==> src/rtl/slink_tx_align_pkg.sv <==
// rtl/slink_tx_align_pkg.sv - shared state encoding and sync-word constants for the S-Link TX aligner.
package slink_tx_align_pkg;

  typedef enum logic [1:0] {
    OFF      = 2'd0,
    WAIT_RDY = 2'd1,
    TRAIN    = 2'd2,
    ACTIVE   = 2'd3
  } state_t;

  localparam logic [7:0] SYNC_BYTE  = 8'hBC;
  localparam logic [7:0] FILL_BYTE  = 8'h55;
  localparam int         MAX_WORD_W = 256;

  // Lowest byte is the comma-like marker, the remaining bytes of the lane are filler.
  function automatic logic [MAX_WORD_W-1:0] sync_word(input int dw);
    logic [MAX_WORD_W-1:0] w;
    w = '0;
    for (int i = 0; i < MAX_WORD_W / 8; i++) begin
      if (i < dw / 8) begin
        w[i*8 +: 8] = (i == 0) ? SYNC_BYTE : FILL_BYTE;
      end
    end
    return w;
  endfunction

endpackage

==> src/rtl/slink_sync_2ff.sv <==
// rtl/slink_sync_2ff.sv - two-flop synchronizer bringing phy_tx_ready into the txclk domain.
module slink_sync_2ff (
  input  logic clk,
  input  logic rst,
  input  logic d,
  output logic q
);

  logic meta;

  always_ff @(posedge clk or posedge rst) begin
    if (rst) begin
      meta <= 1'b0;
      q    <= 1'b0;
    end else begin
      meta <= d;
      q    <= meta;
    end
  end

endmodule

==> src/rtl/slink_tx_align_gen.sv <==
// rtl/slink_tx_align_gen.sv - S-Link TX training generator: sync burst after PHY ready, then link data pass-through.
// Optional periodic sync insertion in ACTIVE is enabled by defining SLINK_TX_ALIGN_PERIODIC_EN.
module slink_tx_align_gen
  import slink_tx_align_pkg::*;
#(
  parameter int         DATA_WIDTH   = 8,
  parameter int         NUM_LANES    = 4,
  parameter int         TRAIN_CYCLES = 64,
  parameter logic [7:0] IDLE_BYTE    = 8'h00,
  parameter int         SYNC_PERIOD  = 1024
) (
  input  logic                            txclk,
  input  logic                            tx_reset,
  input  logic                            enable,
  input  logic                            phy_tx_ready,
  input  logic                            train_req,
  input  logic [NUM_LANES*DATA_WIDTH-1:0] link_data,
  input  logic                            link_valid,
  output logic                            link_ready,
  output logic [NUM_LANES*DATA_WIDTH-1:0] tx_data,
  output logic                            training,
  output logic                            active
);

  localparam int WORD_W = NUM_LANES * DATA_WIDTH;
  localparam int CNT_W  = (TRAIN_CYCLES > 1) ? $clog2(TRAIN_CYCLES) : 1;

  localparam logic [CNT_W-1:0]      TRAIN_LOAD = CNT_W'(TRAIN_CYCLES - 1);
  localparam logic [MAX_WORD_W-1:0] SYNC_FULL  = sync_word(DATA_WIDTH);
  localparam logic [DATA_WIDTH-1:0] SYNC_LANE  = SYNC_FULL[DATA_WIDTH-1:0];
  localparam logic [WORD_W-1:0]     SYNC_WORD  = {NUM_LANES{SYNC_LANE}};
  localparam logic [WORD_W-1:0]     IDLE_WORD  = {(WORD_W / 8){IDLE_BYTE}};

  if ((DATA_WIDTH % 8) != 0 || DATA_WIDTH < 8 || DATA_WIDTH > MAX_WORD_W ||
      NUM_LANES < 1 || TRAIN_CYCLES < 1 || SYNC_PERIOD < 1) begin : g_bad_params
    $error("slink_tx_align_gen: unsupported parameter set");
  end

  state_t             state, state_d;
  logic [CNT_W-1:0]   train_cnt, train_cnt_d;
  logic [WORD_W-1:0]  tx_data_d;
  logic               rdy_s;
  logic               sync_slot;
  logic               xfer;

  slink_sync_2ff u_rdy_sync (
    .clk (txclk),
    .rst (tx_reset),
    .d   (phy_tx_ready),
    .q   (rdy_s)
  );

`ifdef SLINK_TX_ALIGN_PERIODIC_EN
  localparam int               PER_W    = (SYNC_PERIOD > 1) ? $clog2(SYNC_PERIOD) : 1;
  localparam logic [PER_W-1:0] PER_LAST = PER_W'(SYNC_PERIOD - 1);

  logic [PER_W-1:0] period_cnt, period_cnt_d;

  assign sync_slot = (state == ACTIVE) && (period_cnt == PER_LAST);

  always_ff @(posedge txclk or posedge tx_reset) begin
    if (tx_reset) begin
      period_cnt <= '0;
    end else begin
      period_cnt <= period_cnt_d;
    end
  end
`else
  assign sync_slot = 1'b0;
`endif

  // Ready is withheld whenever the word would not make it onto the wire next cycle.
  assign link_ready = (state == ACTIVE) && enable && rdy_s && !train_req && !sync_slot;
  assign xfer       = link_valid && link_ready;
  assign training   = (state == TRAIN);
  assign active     = (state == ACTIVE);

  always_comb begin
    state_d     = state;
    train_cnt_d = train_cnt;
`ifdef SLINK_TX_ALIGN_PERIODIC_EN
    period_cnt_d = '0;
`endif
    if (!enable) begin
      state_d = OFF;
    end else if ((state == TRAIN || state == ACTIVE) && !rdy_s) begin
      state_d = WAIT_RDY;
    end else begin
      case (state)
        OFF: begin
          state_d = WAIT_RDY;
        end
        WAIT_RDY: begin
          if (rdy_s) begin
            state_d     = TRAIN;
            train_cnt_d = TRAIN_LOAD;
          end
        end
        TRAIN: begin
          if (train_cnt != '0) begin
            train_cnt_d = train_cnt - CNT_W'(1);
          end else if (!train_req) begin
            state_d = ACTIVE;
          end
        end
        ACTIVE: begin
          if (train_req) begin
            state_d     = TRAIN;
            train_cnt_d = TRAIN_LOAD;
          end else begin
`ifdef SLINK_TX_ALIGN_PERIODIC_EN
            period_cnt_d = sync_slot ? '0 : period_cnt + PER_W'(1);
`endif
          end
        end
        default: begin
          state_d = OFF;
        end
      endcase
    end
  end

  // tx_data follows the state being entered, so it is always aligned with the registered state.
  always_comb begin
    tx_data_d = '0;
    if (state_d == TRAIN) begin
      tx_data_d = SYNC_WORD;
    end else if (state_d == ACTIVE) begin
      if (xfer) begin
        tx_data_d = link_data;
      end else if (sync_slot) begin
        tx_data_d = SYNC_WORD;
      end else begin
        tx_data_d = IDLE_WORD;
      end
    end
  end

  always_ff @(posedge txclk or posedge tx_reset) begin
    if (tx_reset) begin
      state     <= OFF;
      train_cnt <= '0;
      tx_data   <= '0;
    end else begin
      state     <= state_d;
      train_cnt <= train_cnt_d;
      tx_data   <= tx_data_d;
    end
  end

endmodule
==> config.mk <==
export PLATFORM = sky130hd
export DESIGN_NAME = slink_tx_align_gen
export DESIGN_NICKNAME = d
export VERILOG_FILES = /design/src/rtl/slink_tx_align_pkg.sv /design/src/rtl/slink_sync_2ff.sv /design/src/rtl/slink_tx_align_gen.sv
export SDC_FILE = /design/constraint.sdc
export NUM_CORES = 1
export LEC_CHECK = 0
export BUFFER_PORTS_ARGS = -buffer_cell sky130_fd_sc_hd__buf_2
export CAP_MARGIN = 10
export CORE_MARGIN = 2
export CORE_UTILIZATION = 45
export CTS_CLUSTER_SIZE = 24
export DETAILED_ROUTE_END_ITERATION = 16
export PLACE_DENSITY = 0.75
export SKIP_CTS_REPAIR_TIMING = 1
export SLEW_MARGIN = 20
export SYNTH_ARGS = -nofsm -noshare
export SYNTH_HDL_FRONTEND = slang
export SYNTH_SLANG_ARGS = --single-unit
==> constraint.sdc <==
create_clock -name txclk -period 2 [get_ports txclk]
set_input_delay 0.4 -clock txclk [delete_from_list [all_inputs] [get_ports txclk]]
set_output_delay 0.4 -clock txclk [all_outputs]
set_load 0.02 [all_outputs]
==> impl_metrics.yaml <==
pwr:
  p_leak_nw: 1.35
  p_per_area_nw_per_um2: 689
  peakVddDrop_v: 0.000413
place:
  port_buffers: 72
  post-dp-hpwl_um: 2570
  place_area_um2: 2030
  place.gp.congestion: 0.819
route:
  wl_per_cell_um: 13.9
  drt_iter0_drc: 44
  routed_via_density: 5.08
  wl_um: 3460
  drt-pass1-iter-count: 4
  ant_nets: 0
  drc: 0
  route.vias.total: 1259
clock_network:
  root_buffer: "clkbuf_4"
  cts_sinks: 42
  cts_tree: "built"
  cts_buffers: 5
  insertion_delay_ns: 0.34
  h-tree-depth: 2
  cts_max_path_buffers: 2
  path_clk_slew_ns: 0.11
flow_run:
  cap_viol_max_count: 0
synthesis:
  ys_ff_latch: 42
  async_flop_share_pct: 100
  synth_fp_nets: 165
  syn_avg_cell_area_um2: 12.9
  yosysTopAreaCellShare_pct: 65.2
  netlist.top_cell.by_area: "dfrtp_1"
  ys_seq_area_share_pct: 65.2
  synth_edf_count: 0
  yosysWarnings: 0
  ys_types: 28
  syn_inst: 125
  synth_flop_cell: "dfrtp_1"
  synth_area_leaders: "dfrtp_1, a21o_1, and3_1"
  syn_area_um2: 1610
global_routing:
  gr-max-usage-layer: "met2"
  grt_max_degree: 43
  use_met3_pct: 7.22
  gr-total-overflow: 0
  use_met2_pct: 31.4
  met1_usage_pct: 20.7
  grt_pass1_vias: 1309
  grt_usage_pct: 18.3
  grt_pass1_wl_um: 5660
  antenna_found_initial: 0
critical_path:
  r2r-start: "train_cnt[0]"
  worstRegToRegCells: 6
  crit_start: "state[1]"
  worstReg2RegEnd: "train_cnt[5]"
  end_kind: "output pin"
  ff2ff_setup_slack_ns: 0.16
  crit_required_ns: 1.60
  worstPathArrival_ns: 1.46
  critPathLaunchType: "register"
  critPathCapture: "link_ready"
  crit_type: "register to output pin"
  path_max_fanout: 7
die:
  coreArea_um2: 3390
  die_width_um: 63.8
  pin_count: 73
  fp.dieH_um: 63.8
  start_util_pct: 47.5
  die_area_um2: 4080
  rows: 21
cells_and_area:
  diodes: 0
  design_area_um2: 2080
  nNetsFinal: 242
  drive_gt1_share_pct: 43.1
  area_growth_pct: 29.3
  fillers: 288
worst_hold_path:
  min-delay-path-class: "input pin to asynchronous set/reset pin"
sta:
  worstMarginPinSlew_ns: 0.677
  final.setup.tns_ns: 0
  setup_viol: 0
  period_share_pct: 92.8
  grt_setup_unrepaired: "no"
  slew_headroom_pct: 54.9
  timing.fmax_mhz: 539
  finalHoldViolations: 0
  final_max_slew_viol_count: 0
  skew_ns: 0.00430
  min_period_ns: 1.86
outcome:
  outcome: "complete, no violations"
-- registers in the layout (all words and copies together), names as in the netlist --
signal / flops
tx_data: 32
train_cnt: 6
state: 2
u_rdy_sync.meta: 1
u_rdy_sync.q: 1
-- stage by stage --
| step | setup WS, ns | hold WS (ns) | utilization [%] | total power [mW] | cells |
|---|---|---|---|---|---|
| 6_report | 0.144 | 0.147 | 61.5 | 1.44 | 248 |
| 5_1_grt | 0.0178 | 0.120 | 61.5 | 1.51 | 248 |
| 4_1_cts | 0.0501 | 0.144 | 61.2 | 1.45 | 247 |
| 3_5_place_dp | 0.0799 | 0.349 | 59.8 | 1.06 | 240 |
| 3_3_place_gp | 0.176 | 0.334 | 59.8 | 1.06 | 240 |
| 2_1_floorplan | 0.234 | 0.331 | - | 0.989 | 125 |
-- how the worst min path moves through the flow --
stage | to | slack (ns) | startpoint | cells past startpoint
2_1_floorplan | u_rdy_sync.q | 0.33 | u_rdy_sync.meta | 0
3_3_place_gp | u_rdy_sync.q | 0.33 | u_rdy_sync.meta | 0
3_5_place_dp | u_rdy_sync.q | 0.35 | u_rdy_sync.meta | 0
4_1_cts | u_rdy_sync.meta | 0.14 | phy_tx_ready | 1
5_1_grt | u_rdy_sync.meta | 0.12 | phy_tx_ready | 1
6_report | tx_data[2] | 0.15 | tx_reset | 3
-- layout make-up --
cell class | instances | area, um^2 | share of cell area, %
clock inverters | 1 | 7.51 | 0.360
repair buffers | 76 | 390 | 18.7
inverters | 6 | 22.5 | 1.08
well taps | 46 | 57.6 | 2.76
multi-input cells | 71 | 513 | 24.6
flip-flops and latches | 42 | 1050 | 50.5
clock buffers | 6 | 41.3 | 1.98
-- cell families after synthesis --
family | Yosys count | synth area share, %
DFF | 42 | 65.2
AOI/OAI and AO/OA | 34 | 16.2
buffers and inverters | 12 | 2.95
and+or+nand+nor | 35 | 14.1
adders and majority gates | 2 | 1.55
-- report_power, final --
group	internal (mW)	switching, mW	total [mW]
Clock	0.131	0.259	0.390
Combinational	0.0653	0.0896	0.155
Sequential	0.876	0.0140	0.890
-- synthesized netlist by cell type (all sizes together), types with 2 or more instances --
library cell / number
a41oi: 2
a21oi: 3
a31oi: 4
nor2b: 2
nor2: 5
nor3: 2
a21o: 20
nand3: 3
dfrtp: 42
clkbuf: 4
and2: 4
inv: 6
buf: 2
or3b: 2
ha: 2
and3: 12
-- layer usage --
layer  vias to the layer above  share of wire, %
met5                         -                 0
li1                        590                 -
met2                        34                53
met4                         0               1.2
met1                       629                39
met3                         6               6.3
-- critical path, cell delays in order (launching register included) --
cell and delay (ns):
dfrtp_1 0.44, or2b_1 0.29, nor2_1 0.18, buf_2 0.20
-- cell usage in the layout (no fill, tap or decap), drive strengths merged, types with 2 or more instances in the layout --
cell type / instances
a21o: 20
a21oi: 3
a31oi: 4
a41oi: 2
and2: 4
and3: 12
buf: 76
clkbuf: 6
dfrtp: 42
ha: 2
inv: 6
nand3: 3
nor2: 5
nor2b: 2
nor3: 2
or3b: 2
(Power assumes the default switching activity.)
